### config.mk
export PLATFORM = sky130hd
export DESIGN_NAME = p_predict_serial
export DESIGN_NICKNAME = d
export VERILOG_FILES = /design/src/rtl/p_predict_serial.sv
export SDC_FILE = /design/constraint.sdc
export NUM_CORES = 1
export LEC_CHECK = 0
export CORE_MARGIN = 2
export CORE_UTILIZATION = 35
export DETAILED_ROUTE_END_ITERATION = 8
export GPL_ROUTABILITY_DRIVEN = 0
export HOLD_SLACK_MARGIN = 0.06
export PLACE_DENSITY_LB_ADDON = 0.12
export SETUP_SLACK_MARGIN = 0.15
export SLEW_MARGIN = 20
export SYNTH_ARGS = -nofsm -noshare
export SYNTH_HDL_FRONTEND = slang
export SYNTH_SLANG_ARGS = --single-unit
### constraint.sdc
create_clock -name clk -period 11.9 [get_ports clk]
set_input_delay 2.38 -clock clk [delete_from_list [all_inputs] [get_ports clk]]
set_output_delay 2.38 -clock clk [all_outputs]
set_load 0.005 [all_outputs]
### src/rtl/p_predict_serial.sv
// rtl/p_predict_serial.sv - serial Kalman covariance predict Pp = F*P*F^T + Q with one shared multiplier
// Uses F = [[1,DT],[0,1]] in signed Q(N-FRAC).FRAC; one product per state, then a final saturating accumulate.
module p_predict_serial #(
  parameter int N = 20,
  parameter int FRAC = 10,
  parameter logic signed [N-1:0] DT = N'(1024)
) (
  input  logic                clk,
  input  logic                rst_n,
  input  logic                start,
  input  logic signed [N-1:0] P11,
  input  logic signed [N-1:0] P12,
  input  logic signed [N-1:0] P21,
  input  logic signed [N-1:0] P22,
  input  logic signed [N-1:0] Q11,
  input  logic signed [N-1:0] Q12,
  input  logic signed [N-1:0] Q21,
  input  logic signed [N-1:0] Q22,
  output logic                busy,
  output logic                done,
  output logic signed [N-1:0] Pp11,
  output logic signed [N-1:0] Pp12,
  output logic signed [N-1:0] Pp21,
  output logic signed [N-1:0] Pp22
);

  typedef enum logic [2:0] {S_IDLE, S_M1, S_M2, S_M3, S_ACC} state_t;

  state_t state_q, state_d;
  logic signed [N-1:0] p11_q, p12_q, p21_q, p22_q;
  logic signed [N-1:0] q11_q, q12_q, q21_q, q22_q;
  logic signed [N-1:0] tp22_q, ts_q, t2_q;
  logic signed [N-1:0] pp11_q, pp12_q, pp21_q, pp22_q;
  logic                done_q;

  logic signed [N-1:0]   mul_b;
  logic signed [2*N-1:0] dt_w, b_w, prod, prod_sh;
  logic signed [N-1:0]   mul_sat, s_sat;
  logic signed [N+1:0]   sum11, sum12, sum21, sum22;

  function automatic logic signed [N-1:0] sat_prod(input logic signed [2*N-1:0] v);
    if (v > $signed({{(N+1){1'b0}}, {(N-1){1'b1}}}))
      return {1'b0, {(N-1){1'b1}}};
    else if (v < $signed({{(N+1){1'b1}}, {(N-1){1'b0}}}))
      return {1'b1, {(N-1){1'b0}}};
    else
      return v[N-1:0];
  endfunction

  function automatic logic signed [N-1:0] sat_sum(input logic signed [N+1:0] v);
    if (v > $signed({3'b000, {(N-1){1'b1}}}))
      return {1'b0, {(N-1){1'b1}}};
    else if (v < $signed({3'b111, {(N-1){1'b0}}}))
      return {1'b1, {(N-1){1'b0}}};
    else
      return v[N-1:0];
  endfunction

  function automatic logic signed [N+1:0] ext(input logic signed [N-1:0] v);
    return {{2{v[N-1]}}, v};
  endfunction

  // Only the second operand changes per state; DT is always the first.
  always_comb begin
    state_d = state_q;
    mul_b   = '0;
    case (state_q)
      S_IDLE: if (start) state_d = S_M1;
      S_M1: begin
        mul_b   = p22_q;
        state_d = S_M2;
      end
      S_M2: begin
        mul_b   = s_sat;
        state_d = S_M3;
      end
      S_M3: begin
        mul_b   = tp22_q;
        state_d = S_ACC;
      end
      S_ACC:   state_d = S_IDLE;
      default: state_d = S_IDLE;
    endcase
  end

  assign dt_w    = (2*N)'(DT);
  assign b_w     = (2*N)'(mul_b);
  assign prod    = dt_w * b_w;
  assign prod_sh = prod >>> FRAC;
  assign mul_sat = sat_prod(prod_sh);
  assign s_sat   = sat_sum(ext(p12_q) + ext(p21_q));

  assign sum11 = ext(p11_q) + ext(ts_q) + ext(t2_q) + ext(q11_q);
  assign sum12 = ext(p12_q) + ext(tp22_q) + ext(q12_q);
  assign sum21 = ext(p21_q) + ext(tp22_q) + ext(q21_q);
  assign sum22 = ext(p22_q) + ext(q22_q);

  always_ff @(posedge clk or negedge rst_n) begin
    if (!rst_n) begin
      state_q <= S_IDLE;
      done_q  <= 1'b0;
      p11_q <= '0; p12_q <= '0; p21_q <= '0; p22_q <= '0;
      q11_q <= '0; q12_q <= '0; q21_q <= '0; q22_q <= '0;
      tp22_q <= '0; ts_q <= '0; t2_q <= '0;
      pp11_q <= '0; pp12_q <= '0; pp21_q <= '0; pp22_q <= '0;
    end else begin
      state_q <= state_d;
      done_q  <= (state_q == S_ACC);
      case (state_q)
        S_IDLE: if (start) begin
          p11_q <= P11; p12_q <= P12; p21_q <= P21; p22_q <= P22;
          q11_q <= Q11; q12_q <= Q12; q21_q <= Q21; q22_q <= Q22;
        end
        S_M1: tp22_q <= mul_sat;
        S_M2: ts_q   <= mul_sat;
        S_M3: t2_q   <= mul_sat;
        S_ACC: begin
          pp11_q <= sat_sum(sum11);
          pp12_q <= sat_sum(sum12);
          pp21_q <= sat_sum(sum21);
          pp22_q <= sat_sum(sum22);
        end
        default: ;
      endcase
    end
  end

  assign busy = (state_q != S_IDLE);
  assign done = done_q;
  assign Pp11 = pp11_q;
  assign Pp12 = pp12_q;
  assign Pp21 = pp21_q;
  assign Pp22 = pp22_q;

endmodule

After elaboration in Yosys (flattened, before gate mapping)
Cells that the tools add are included.
Widths: inputs -> output; s select.
{ "totals": {"reg_bits": 304, "out_inout_bits": 82, "wordCells": 61} }
{ "op_classes": {"n_addsub": 9, "order_cmp": 12, "eq_ne": 5, "muxes": 15, "n_reduce_logical": 3} }
{ "ops": {"columns": ["operator", "n"], "rows": [
  ["$mux 20", 12],
  ["$add 20x20->21", 5],
  ["$add 21x20->22", 3],
  ["$gt 22x20->1 const B", 3],
  ["$lt 22x20->1 const B", 3],
  ["$pmux 20 s3", 1],
  ["$gt 21x20->1 const B", 2],
  ["$lt 21x20->1 const B", 2],
  ["$add 22x20->22", 1],
  ["$gt 20x20->1 const B", 1],
  ["$lt 20x20->1 const B", 1],
  ["$pmux 3 s4", 1],
  ["$eq 3x2->1 const B", 2],
  ["$eq 3x1->1 const B", 1],
  ["$eq 3x3->1 const B", 1],
  ["$logic_not 3->1", 1],
  ["$mux 3", 1],
  ["$reduce_bool 3->1", 1],
  ["$ne 2x2->1 const B", 1],
  ["$reduce_and 2->1", 1]
]} }

Depth between registers and ports, before layout
Gate-level depths: netlist (run 1).
{ "logic_depth": {"depth_word": 8, "ltp_mapped": 14, "mapped_depth_nobuf": 12} }

Least setup slack after synthesis (run 1)
No wires, ideal clock.
{ "synth_path": {"path_type": "reg2reg", "startpoint": "reg p11_q[1]", "endpoint": "reg pp11_q[13] (netlist: Pp11[13])", "setup_ns": 0.126, "arrival_time_ns": 3.762, "required_time_ns": 11.774, "slack_ns": 8.012, "path_stages_with_launch": 15, "synth_period_minus_slack_ns": 3.888, "path_cell_list": "dfrtp_1 -> fa_1 -> fa_1 -> ha_1 -> fa_1 -> a21o_1 -> a41oi_1 -> a21oi_1 -> o2111ai_2 -> a211o_1 -> nand3_1 -> a31o_1 -> buf_4 -> buf_6 -> a221o_1"} }
{ "synth_via": {"elab_chain_len": 6, "elab_cells_between_ends": 7} }
{ "synth_lines": {"columns": ["item", "line_no", "rtl"], "rows": [
  ["start, declared", "30", "logic signed [N-1:0] p11_q, p12_q, p21_q, p22_q;"],
  ["start signal, assigned", "102", "p11_q <= '0; p12_q <= '0; p21_q <= '0; p22_q <= '0;"],
  ["start signal, assigned", "111", "p11_q <= P11; p12_q <= P12; p21_q <= P21; p22_q <= P22;"],
  ["$add 20x20->21 (*)", "93", "assign sum11 = ext(p11_q) + ext(ts_q) + ext(t2_q) + ext(q11_q);"],
  ["$add 21x20->22 (*)", "93", null],
  ["$add 22x20->22 (*)", "93", null],
  ["$lt 22x20->1", "53", "else if (v < $signed({3'b111, {(N-1){1'b0}}}))"],
  ["$mux 20", "53", null],
  ["$mux 20 (*)", "51", "if (v > $signed({3'b000, {(N-1){1'b1}}}))"],
  ["end signal, assigned", "118", "pp11_q <= sat_sum(sum11);"],
  ["end, declared", "33", "logic signed [N-1:0] pp11_q, pp12_q, pp21_q, pp22_q;"]
]} }
Mark *: on every way between the ends. The rest lies on a longest branch, timed or not.
A chain may end at the register's enable or synchronous reset.

Worst setup path after layout (run 1)
{ "layout_path": {"startpoint": "reg p11_q[1]", "endpoint": "reg pp11_q[6] (netlist: Pp11[6])"} }
Same word-level chain as after synthesis.

==> results of run 1 <==
kinds of logic (layout without fill, tap and decap cells):
logic type	count (synthesis)	count (layout)	share of synthesized area
other cells	0	5	0
buf+inv	90	348	0.0228
flops	304	304	0.419
compound gates	391	391	0.159
xor+xnor	72	72	0.0347
fa+ha+maj	186	186	0.163
simple gates	348	348	0.0898
mux	180	180	0.111
cells in the mapped netlist, types with 20 or more instances:
library cell / number / area, um2
dfrtp_1: 304 / 7610
mux2_2: 178 / 2000
nand2_1: 132 / 495
ha_1: 101 / 1260
a21oi_1: 93 / 465
fa_1: 85 / 1700
nor2_1: 82 / 308
o21ai_0: 53 / 265
a221o_1: 50 / 500
xnor2_1: 46 / 403
a21o_1: 37 / 278
clkbuf_1: 37 / 139
nand3_1: 32 / 160
inv_1: 30 / 113
xor2_1: 26 / 228
o211ai_1: 20 / 150
layer usage:
| metal | global-route usage | share of wire | vias to the layer above | routed length [um] |
|---|---|---|---|---|
| met2 | 0.317 | 0.47 | 341 | 24500 |
| met4 | 0.0641 | 0.024 | 0 | 1250 |
| li1 | - | - | 6250 | - |
| met3 | 0.0330 | 0.054 | 67 | 2840 |
| met1 | 0.274 | 0.46 | 6624 | 24000 |
| met5 | 0 | 0 | - | 0 |
stage by stage:
stage / utilization / instance area, um2
6_report: 0.437 / 22400
5_1_grt: 0.437 / 22400
3_3_place_gp: 0.414 / 21200
4_1_cts: 0.437 / 22400
2_1_floorplan: - / 18200
3_5_place_dp: 0.414 / 21200
path summary, 6_finish.rpt:
| path | start | to |
|---|---|---|
| worst min register to register | Pp22[19] | Pp22[19] |
| worst max register to register | p11_q[1] | Pp11[6] |
| max in group asynchronous | rst_n | p21_q[13] |
| min in group asynchronous | rst_n | done |
| worst max-delay path | p11_q[1] | Pp11[6] |
| worst min-delay path | Pp22[19] | Pp22[19] |
area by class of cell:
type                            instances  area share
Clock buffer                           59      0.0504
Antenna cell                            5    0.000558
Multi-Input combinational cell       1177       0.453
Clock inverter                          8     0.00240
Inverter                               30     0.00502
Tap cell                              680      0.0379
Timing Repair Buffer                  251       0.112
Sequential cell                       304       0.339
worst register-to-register path, delay by kind of cell, from the launching register on:
kind | cells | cell delay, ns
AO/OA/AOI/OAI | 7 | 2.19
adder cells (fa/ha/maj) | 4 | 1.64
flip-flops | 1 | 0.40
AND/OR/NAND/NOR | 1 | 0.14
==> out/metrics.sh, run 1 <==
SLEW_HEADROOM=0.336
DETAIL-ROUTE-ANTENNA-NETS=0
NUMCTSBUFFERS=38
CTS.REPAIR_TIMING.SETUP_BUFFER_COUNT=0
SYNTHESIZED_AREA_PER_CELL_UM2=11.6
MAXIMUM_OPERATING_FREQUENCY_GHz=0.226
WORST_R2R_PATH_DEPTH=12
CORE_AREA_MM2=0.0513
GRT_MAX_DEGREE=163
CTS_TREE='built'
DRT_FIRST_ITER_VIOLATIONS=667
CLKSLEWWORSTSETUPHOLDPATHS_NS=0.06
LAYOUT_COMMONEST_CELL='dfrtp_1'
PORT_BUFFERS=244
FINCLKSKEW_NS=0.0263
ROUTED_VIA_COUNT_DIVIDED_BY_CELL_COUNT=5.28
SYNTH_ENABLE_FLOP_CELLS=0
HOLD_DEPTH=2
CTS.ROOT.BUFFER_CELL='clkbuf_16'
SLOWEST_STAGE_DELAY_ON_CRITICAL_PATH_NS=0.62
WORST_SLEW_PIN_SLEW_NS=0.996
WORST_SLACK_AT_PLACEMENT_NS=7.22
YS_WARN_COUNT=0
SYNTHESIZED_CELL_AREA_MM2=0.0182
LIST_OF_CELLS_TRAVERSED_BY_THE_CRITICAL_PATH='fa_1 -> fa_1 -> ha_1 -> fa_1 -> a21o_1 -> a41oi_1 -> a21oi_1 -> o2111ai_2 -> nand3_1 -> a31oi_1 -> a31o_1 -> a221o_1'
TRACK_USAGE=0.198
PLACE.DETAILED.HPWL_UM=40400
CTS_REPAIR_RESIZE_COUNT=0
TIMING.CRITICAL_PATH.TO_TYPE='register'
SEQUENTIAL_CELL_AREA_MM2=0.00761
DIE_HEIGHT_UM=232
FINAL_NET_COUNT=2151
CTS_HOLD_BUF=0
MULTI_INPUT_COMB_AREA_MM2=0.0102
POST_ROUTE_CLOCK_PERIOD_UTILIZATION=0.373
YS_SEQ_AREA_FRAC=0.419
POSTSYNTH.ASYNCRESETSHARE=1.00
YS_FF_LATCH=304
DETAIL_ROUTE.FIRST_PASS.ITERATIONS=5
POST-ROUTE-WORST-SETUP-SLACK_NS=7.47
DRV.MAX_CAP_VIOLATION_COUNT=0
DIE_AREA_MM2=0.0537
SYNTH_FLOP_CELL='dfrtp_1'
STANDARD_CELL_ROW_COUNT=83
FLOW.AREA_GROWTH_FROM_SYNTHESIS_PCT=23.6
MOSTFREQUENTLAYOUTCELLS='dfrtp_1, clkdlybuf4s50_1, mux2_2'
FIN_HOLD_WS_NS=0.501
SLOWEST_LIBRARY_CELL_ON_THE_WORST_PATH='a31o_1'
SETUP.WORST_PATH.START_CLASS='register'
WIRE_LENGTH_OF_THE_FIRST_GLOBAL_ROUTING_PASS_UM=81600
SETUP.REG_TO_REG.WORST_SLACK_NS=7.47
START_UTIL=0.354
FLOORPLAN.DIE.WIDTH_UM=232
CLK_LATENCY_NS=0.56
HOLD_VIOL=0
GRT_REMAINING_OVERFLOW=0
IO_PINS=245
GRT_PASS1_VIAS=13900
CRITICAL_PATH_DEPTH=12
CRIT_PATH_MAX_FANOUT=19
FINAL_CELL_COUNT_NO_FILL=2514
SYN_NETS=1920
ROUTE.DETAILED.DRC=0
ROUTEDWLPERCELL_UM=20.9
FINAL.FILL_COUNT=4907
LAYOUT-DRIVE-GT1-SHARE=0.151
WORST_PATH_MOST_REPEATED_CELL='fa_1'
DEEPEST_LEVEL_OF_THE_CTS_H_TREE=2
SLEW_VIOLATIONS=0
SYNTH_CELLS=1571
TOTALNEGATIVESETUPSLACK_NS=0
TOTAL_SETUP_VIOLATIONS_REPORTED_AT_THE_END_OF_THE_FLOW=0
OUTCOME='completed'
RSZ_0062_RAISED_AFTER_GLOBAL_ROUTING='no'
HOLDCRITPATHCLASS='register to register'
CRIT_PATH_CLASS='register to register'
CP.REQUIRED_NS=12.37
SUM_OF_BUFFERS_AND_INVERTERS_ON_THE_CRITICAL_PATH=0
CLOCK_PATH_BUFFERS=3
VIAS=13300
YS_TYPES=76
INITIAL_ANTENNA_VIOLATION_COUNT=4
CRITICAL-PATH-TOP-DELAY-FAMILY='compound AO/OA/AOI/OAI gates'
DETAIL_ROUTE.WIRELENGTH_UM=52500
FINAL.MIN_CLOCK_PERIOD_NS=4.43
TRITONCTS_NUM_SINKS=304
TIMING.CRITICAL_PATH.ARRIVAL_NS=4.91
DP_CELLS=2442
Power of run 1 is left out: the tool's default activity adds up to more than one toggle a clock period on the data nets, which glitch-free logic cannot reach.
==> run 2: changes to the inputs <==
==> constraint.sdc (replaced) <==
create_clock -name clk -period 4.1 [get_ports clk]
set_input_delay 0.82 -clock clk [delete_from_list [all_inputs] [get_ports clk]]
set_output_delay 0.82 -clock clk [all_outputs]
set_load 0.005 [all_outputs]
==> run 2 against run 1 <==
Compared with the run above:
- register-to-register slack worse by 7.2 ns
- first-iteration DRC count decreased by 1.0%
- die area did not move
- sequential share of layout area decreased by 0.62 points
- critical path type unchanged
- final cell count up 1.0%
- global-route usage is 0.52 points higher
- worst hold slack got worse by 0.23 ns
- routed wire length is 4.0% higher
- design area grew 1.9%
- flip-flop and latch count did not move
==> out/metrics.sh, run 2 (same netlist as run 1, synthesis figures left out) <==
VIAS=13400
DRT_FIRST_ITER_VIOLATIONS=660
FINCLKSKEW_NS=0.0180
TIMING.CRITICAL_PATH.TO_TYPE='register'
LAYOUT-DRIVE-GT1-SHARE=0.178
ROUTE.DETAILED.DRC=0
MOSTFREQUENTLAYOUTCELLS='dfrtp_1, clkdlybuf4s50_1, mux2_2'
STANDARD_CELL_ROW_COUNT=83
CLOCK_PATH_BUFFERS=3
HOLD_VIOL=0
FLOW.AREA_GROWTH_FROM_SYNTHESIS_PCT=25.9
ROUTED_VIA_COUNT_DIVIDED_BY_CELL_COUNT=5.28
ROUTEDWLPERCELL_UM=21.5
CLK_LATENCY_NS=0.55
FLOORPLAN.DIE.WIDTH_UM=232
DIE_HEIGHT_UM=232
IO_PINS=245
INITIAL_ANTENNA_VIOLATION_COUNT=3
FINAL_NET_COUNT=2180
CRITICAL-PATH-TOP-DELAY-FAMILY='compound AO/OA/AOI/OAI gates'
CORE_AREA_MM2=0.0513
CRIT_PATH_CLASS='register to register'
TIMING.CRITICAL_PATH.ARRIVAL_NS=4.27
WORST_SLACK_AT_PLACEMENT_NS=-0.0977
SLEW_VIOLATIONS=0
CRIT_PATH_MAX_FANOUT=19
R2R_START='ts_q[1]'
CTS_TREE='built'
TOTAL_SETUP_VIOLATIONS_REPORTED_AT_THE_END_OF_THE_FLOW=0
SETUP.WORST_PATH.START_CLASS='register'
START_UTIL=0.354
FINAL.MIN_CLOCK_PERIOD_NS=3.85
CTS.ROOT.BUFFER_CELL='clkbuf_16'
DETAIL_ROUTE.FIRST_PASS.ITERATIONS=5
MULTI_INPUT_COMB_AREA_MM2=0.0103
TRACK_USAGE=0.203
CP-STARTPOINT='ts_q[1]'
PORT_BUFFERS=244
DETAIL_ROUTE.WIRELENGTH_UM=54600
SLOWEST_LIBRARY_CELL_ON_THE_WORST_PATH='fa_1'
DIE_AREA_MM2=0.0537
HOLDCRITPATHCLASS='input port to asynchronous set/reset pin'
GRT_MAX_DEGREE=91
OUTCOME='completed'
PLACE.DETAILED.HPWL_UM=42300
WIRE_LENGTH_OF_THE_FIRST_GLOBAL_ROUTING_PASS_UM=83000
DRV.MAX_CAP_VIOLATION_COUNT=0
POST_ROUTE_CLOCK_PERIOD_UTILIZATION=0.939
SEQUENTIAL_CELL_AREA_MM2=0.00761
CTS_HOLD_BUF=0
SUM_OF_BUFFERS_AND_INVERTERS_ON_THE_CRITICAL_PATH=1
POST-ROUTE-WORST-SETUP-SLACK_NS=0.249
GRT_PASS1_VIAS=13900
SLEW_HEADROOM=0.416
FINAL.FILL_COUNT=4835
SLOWEST_STAGE_DELAY_ON_CRITICAL_PATH_NS=0.56
DETAIL-ROUTE-ANTENNA-NETS=0
TRITONCTS_NUM_SINKS=304
DEEPEST_LEVEL_OF_THE_CTS_H_TREE=2
LAYOUT_COMMONEST_CELL='dfrtp_1'
LIST_OF_CELLS_TRAVERSED_BY_THE_CRITICAL_PATH='fa_1 -> fa_1 -> ha_4 -> fa_2 -> a21o_1 -> a41oi_2 -> a21oi_2 -> o2111ai_2 -> a21o_1 -> a31oi_4 -> a31o_1 -> buf_12 -> a221o_1'
CP.REQUIRED_NS=4.52
WORST_SLEW_PIN_SLEW_NS=0.854
MAXIMUM_OPERATING_FREQUENCY_GHz=0.260
CLKSLEWWORSTSETUPHOLDPATHS_NS=0.06
RSZ_0062_RAISED_AFTER_GLOBAL_ROUTING='yes'
GRT_REMAINING_OVERFLOW=0
NUMCTSBUFFERS=37
[run 2: what timing repair did]
action | in CTS | in global routing
pin swaps | 1 | 12
cloned | 0 | 1
resized for setup | 7 | 20
endpoints found under the setup margin | 34 | 49
setup buffers | 1 | 6
[run 2: worst paths after layout]
kind / slack, ns / to / cells past startpoint
worst min-delay path: 0.27 / p11_q[18] / 1
worst max-delay path: 0.25 / Pp11[8] / 13
min in group clk: 0.50 / Pp21[19] / 2
max in group asynchronous: 2.74 / q11_q[10] / 3
worst min register to register: 0.50 / Pp21[19] / 2
worst max register to register: 0.25 / Pp11[8] / 13
[run 2: per-stage QoR]
step                      utilization  hold slack [ns]  cells  instance area, um2  TNS [ns]
after floorplan                     -            0.452   1571               18200         0
after global placement          0.418            0.472   2464               21400    -0.329
after detailed placement        0.418            0.469   2464               21400     -1.31
after CTS                       0.443            0.280   2530               22700         0
after global routing            0.445            0.310   2540               22900         0
final                           0.445            0.274   2540               22900         0
[run 2: final cells by class]
| cell class | count | share of cell area |
|---|---|---|
| Multi-Input combinational cell | 1178 | 0.450 |
| Timing Repair Buffer | 280 | 0.121 |
| Antenna cell | 3 | 0.000328 |
| Tap cell | 680 | 0.0372 |
| Inverter | 30 | 0.00493 |
| Clock inverter | 11 | 0.00405 |
| Sequential cell | 304 | 0.333 |
| Clock buffer | 54 | 0.0500 |
[run 2: routing by layer]
layer  wire length [um]  vias up  track usage
li1                   -     6288            -
met1              24900     6762        0.279
met2              25500      305        0.324
met3               2780       66       0.0360
met4               1540        0       0.0697
met5                  0        -            0
[run 2: worst register-to-register path, cell delays in order (launching register included)]
cell	delay (ns)
dfrtp_1	0.40
fa_1	0.56
fa_1	0.45
ha_4	0.20
fa_2	0.35
a21o_1	0.19
a41oi_2	0.17
a21oi_2	0.10
o2111ai_2	0.28
a21o_1	0.23
a31oi_4	0.11
a31o_1	0.24
buf_12	0.16
a221o_1	0.30
Power of run 2 is left out for the same reason.
==> run 3: changes to the inputs <==
--- a/config.mk
+++ b/config.mk
@@ -12,6 +12,7 @@
 export HOLD_SLACK_MARGIN = 0.06
 export PLACE_DENSITY_LB_ADDON = 0.12
 export SETUP_SLACK_MARGIN = 0.15
+export SKIP_LAST_GASP = 1
 export SLEW_MARGIN = 20
 export SYNTH_ARGS = -nofsm -noshare
 export SYNTH_HDL_FRONTEND = slang
==> results of run 3 <==
Final layout, timing and power as in run 2 (identical DEF).
Power of run 3 is left out for the same reason.
==> RTL change 1 (config.mk and constraints of run 3) <==
Change the parameter `N` from 20 to 10.
--- a/src/rtl/p_predict_serial.sv
+++ b/src/rtl/p_predict_serial.sv
@@ -2,5 +2,5 @@
 // Uses F = [[1,DT],[0,1]] in signed Q(N-FRAC).FRAC; one product per state, then a final saturating accumulate.
 module p_predict_serial #(
-  parameter int N = 20,
+  parameter int N = 10,
   parameter int FRAC = 10,
   parameter logic signed [N-1:0] DT = N'(1024)
Interface: changed (12 resized); port bits go from 245 to 125. The function was not compared with the original's and may differ.
==> RTL change 1 against run 3 <==
- via count fell by 57%
- design area is 59% lower
- first-iteration DRC count is 36% lower
- wire length is 69% lower
- area after synthesis shrank 61%
- sequential share of layout area up 0.16 points
- worst setup slack better by 1.2 ns
- clock skew is 0.0086 ns lower
- sequential cell count fell by 180
- critical path type unchanged
==> RTL change 1: results (changes against run 3) <==
metric,value,unit,change
run status,"finished, final reports clean",,
initial antenna violation count,0,,-3
drt first pass iters,7,,+2
vias in the first global route,5842,,-58%
commonest cells in the synthesized netlist,"124 x dfrtp_1, 72 x mux2_2, 49 x nand2_1",,
WP data arrival,2.96,ns,-1.31 ns
worst IR drop on VDD,0.373,mV,
nets,935,,-57%
CP max-delay cell,clkinv_1,,
antenna fix cells,0,,-3
Hold Path Class,input port to asynchronous set/reset pin,,
Clk Tree Root Cell,clkbuf_16,,
Crit path max-delay family,buffers and inverters,,
async set or reset register ratio after synthesis,100,%,unchanged
largest net degree at the start of global routing,89,,-2.2%
synth top area cells,"dfrtp_1 43%, mux2_2 11%, ha_1 7.0%, nand2_1 2.6%, nor2_1 2.3%",,
worst-case clock skew,0.00942,ns,-0.00861 ns
clk_lat worst skew,0.42,ns,-0.13 ns
cells after synthesis,684,,-56%
Critical path origin,state_q[1],,
Cell variety after synth,63,,-17%
Total Routing Usage GR,16.1,%,-4.2 points
Main synth FF type,dfrtp_1,,
H-tree levels,4,,+2
Placed Cells,1059,,-57%
slowest cell delay on critical path,0.91,ns,+0.35 ns
Yosys top cell area share,43.3,%,+1.4 points
Total Routed Length,16.9,mm,-69%
first-pass GRT wire length,28.5,mm,-66%
Crit Path Max Fanout,41,,+22
Buffers on Ports,124,,-49%
CTS buffer count,17,,-54%
Syn Nets,811,,-58%
sequential fraction of the synthesis area,43.3,%,+1.4 points
Layout fillers,1867,,-61%
dpl hpwl,12.4,mm,-71%
via/cell ratio,5.23,,-1.1%
Clock Tree Buf Depth,2,,-1
Setup Buffers After CTS,0,,-1
Iteration-0 DRC Markers,421,,-36%
Slew HR,32.8,%,-8.8 points
design area,9280,um2,-59%
layout cells sized above 1,16.2,%,-1.6 points
Leak,3.89,nW,
Finished Layout Cells,1091,,-57%
worst r2r path cells,6,,-7
post-cts resize count,0,,-7
Post-DP Area,8700,um2,-59%
synth warn,0,,unchanged
Clock transition at path regs,0.06,ns,about the same
RTL change 1: changes by cell type after synthesis, sizes merged, moves of 32 or more:
cell,before,now
a21oi,95,31
a221o,50,0
dfrtp,304,124
fa,85,4
ha,101,40
mux2,178,72
nand2,132,49
nor2,82,45
xnor2,46,14
RTL change 1: worst reg2reg max path, delay by kind of cell, from the launching register on:
kind                   cells  cell delay [ns]
DFF                        1             0.42
buffers and inverters      2             1.31
and+or+nand+nor            3             0.59
AOI/OAI and AO/OA          1             0.22
RTL change 1: final timing paths:
| check | slack [ns] | to |
|---|---|---|
| min in group clk | 0.48 | Pp11[2] |
| hold / removal | 0.48 | p21_q[4] |
| setup reg to reg | 1.45 | Pp22[2] |
| hold reg to reg | 0.48 | Pp11[2] |
| max in group asynchronous | 2.80 | p11_q[7] |
| setup / recovery | 1.45 | Pp22[2] |
RTL change 1: stage by stage:
step                util, %  worst slack (ns)
floorplan                 -              1.95
global placement       43.1              1.68
detailed placement     43.1              1.63
CTS                    46.0              1.50
global route           46.0              1.21
finish                 46.0              1.45
RTL change 1: final cells by class:
| class | count | area share (%) |
|---|---|---|
| multi-input combinational | 510 | 41.7 |
| sequential | 124 | 33.4 |
| timing repair buffer | 127 | 13.9 |
| clock buffer | 17 | 4.58 |
| tap | 270 | 3.64 |
| clock inverter | 15 | 1.63 |
| inverter | 28 | 1.13 |
RTL change 1: routing by layer:
metal	global-route usage (%)	part of all wire, %
met5	0	0
met4	5.14	1.1
met3	3.45	3.9
met2	27.2	49
met1	20.8	46
RTL change 1: cells by family after synthesis:
kind of cell	Yosys count	share of synthesized area, %
muxes	73	11.4
buffers and inverters	50	2.84
adders and majority gates	44	8.10
AOI/OAI and AO/OA	208	21.0
and+or+nand+nor	166	11.0
DFF	124	43.3
xor gates and xnor gates	19	2.32
RTL change 1: power breakdown:
part,internal [W],switching (W),total (W)
logic,0.00273,0.00322,0.00595
clock network,0.000890,0.000584,0.00147
registers,0.00184,0.000375,0.00222
==> RTL change 2 (config.mk and constraints of run 3) <==
Without the edit above. Make the reset (`rst_n`) synchronous in one clocked block.
--- a/src/rtl/p_predict_serial.sv
+++ b/src/rtl/p_predict_serial.sv
@@ -96,5 +96,5 @@
   assign sum22 = ext(p22_q) + ext(q22_q);
 
-  always_ff @(posedge clk or negedge rst_n) begin
+  always_ff @(posedge clk) begin
     if (!rst_n) begin
       state_q <= S_IDLE;
Check against the original RTL: differs if rst_n is asserted again (counterexample within 4 cycles, from zero or initial values and one cycle with rst_n low); with rst_n held inactive, the same outputs for 4 cycles.
==> RTL change 2 against run 3 <==
- worst setup slack better by 0.072 ns
- die area down 3.6%
- design area down 3.8%
- via count up 18%
- wire length up 7.2%
- sequential share of layout area down 5.6 points
- area after synthesis down 3.6%
- sequential cell count unchanged
- fmax up 1.9%
- largest cell class unchanged
Power is left out: it rests on default switching activity, and per cell area and clock period it moved more than threefold.
==> RTL change 2: results (changes against run 3) <==
metric,value,unit,change
largest net degree at the start of global routing,88,,-3.3%
synth warn,0,,unchanged
drt first pass iters,5,,unchanged
dpl hpwl,45.1,mm,+6.6%
Buffers on Ports,244,,unchanged
Syn Nets,2458,,+28%
Hold Path Class,flip-flop to flip-flop,,
clk_lat worst skew,0.57,ns,+0.02 ns
antenna fix cells,0,,-3
Main synth FF type,dfxtp_1,,
Clock transition at path regs,0.06,ns,about the same
Layout fillers,4846,,+0.23%
via/cell ratio,5.23,,-1.0%
initial antenna violation count,0,,-3
nets,2676,,+23%
first-pass GRT wire length,89.0,mm,+7.2%
Slew HR,33.3,%,-8.3 points
WP data arrival,4.22,ns,-0.05 ns
vias in the first global route,15500,,+12%
Crit Path Max Fanout,17,,-2
Cell variety after synth,80,,+5.3%
sequential fraction of the synthesis area,34.8,%,-7.1 points
Clk Tree Root Cell,clkbuf_16,,
run status,"finished, final reports clean",,
H-tree levels,2,,unchanged
worst-case clock skew,0.0178,ns,-0.000197 ns
commonest cells in the synthesized netlist,"492 x nand2_1, 311 x a21oi_1, 304 x dfxtp_1",,
layout cells sized above 1,7.19,%,-11 points
Total Routing Usage GR,22.6,%,+2.3 points
Antenna Nets Post-Route,0,,unchanged
Clock Tree Buf Depth,3,,unchanged
async set or reset register ratio after synthesis,0,%,-100 points
Iteration-0 DRC Markers,978,,+48%
CTS buffer count,36,,-2.7%
Total Routed Length,58.6,mm,+7.2%
synth top area cells,"dfxtp_1 35%, nand2_1 11%, fa_1 9.7%, a21oi_1 8.9%, ha_1 7.2%",,
RTL change 2: path summary, 6_finish.rpt:
path               from  endpoint  slack, ns  depth (start not counted)
min            Pp21[19]  Pp21[19]       0.46                          2
min reg2reg    Pp21[19]  Pp21[19]       0.46                          2
max reg2reg  tp22_q[13]   Pp12[1]       0.32                         12
max          tp22_q[13]   Pp12[1]       0.32                         12
RTL change 2: logic make-up after synthesis:
logic type                 synth area share, %
AOI/OAI and AO/OA                         21.8
xor gates and xnor gates                  3.75
adders and majority gates                 18.0
buffers and inverters                     3.40
DFF                                       34.8
muxes                                    0.179
and+or+nand+nor                           18.1
RTL change 2: final cells by class:
class | count | area share (%)
Sequential cell | 304 | 27.7
Multi-Input combinational cell | 1658 | 49.8
Clock inverter | 11 | 0.518
Timing Repair Buffer | 291 | 12.8
Clock buffer | 52 | 4.82
Inverter | 36 | 0.637
Tap cell | 664 | 3.78
RTL change 2: metrics by stage:
step                      cells  cell area [um2]  setup slack [ns]  hold slack [ns]
after floorplan            2109            17500             0.357            0.440
after global placement     2950            20700             0.150            0.451
after detailed placement   2950            20700           0.00888            0.449
after CTS                  3013            21900             0.159            0.458
after global routing       3016            22000             0.115            0.486
final                      3016            22000             0.321            0.457
RTL change 2: metal layers:
layer	vias to the layer above	global-route usage [%]	wire length, um
li1	7787	-	-
met1	7489	30.0	26400
met2	391	36.9	27100
met3	104	2.83	2620
met4	0	9.97	2470
met5	-	0	0
RTL change 2: critical path: stages, from the launching register on:
cell and delay, ns:
dfxtp_1 0.60, fa_1 0.50, ha_1 0.40, a21o_1 0.22, a31o_2 0.22, a221oi_2 0.34
a21oi_1 0.16, a2111oi_2 0.38, o21ai_0 0.14, a32oi_1 0.25, nand2b_1 0.13, buf_4 0.21
nand3_1 0.08
RTL change 2: timing repair:
item / CTS / global route
buffers inserted: 0 / 3
pin swaps: 1 / 14
endpoints found under the setup margin: 50 / 55
resized for setup: 7 / 16
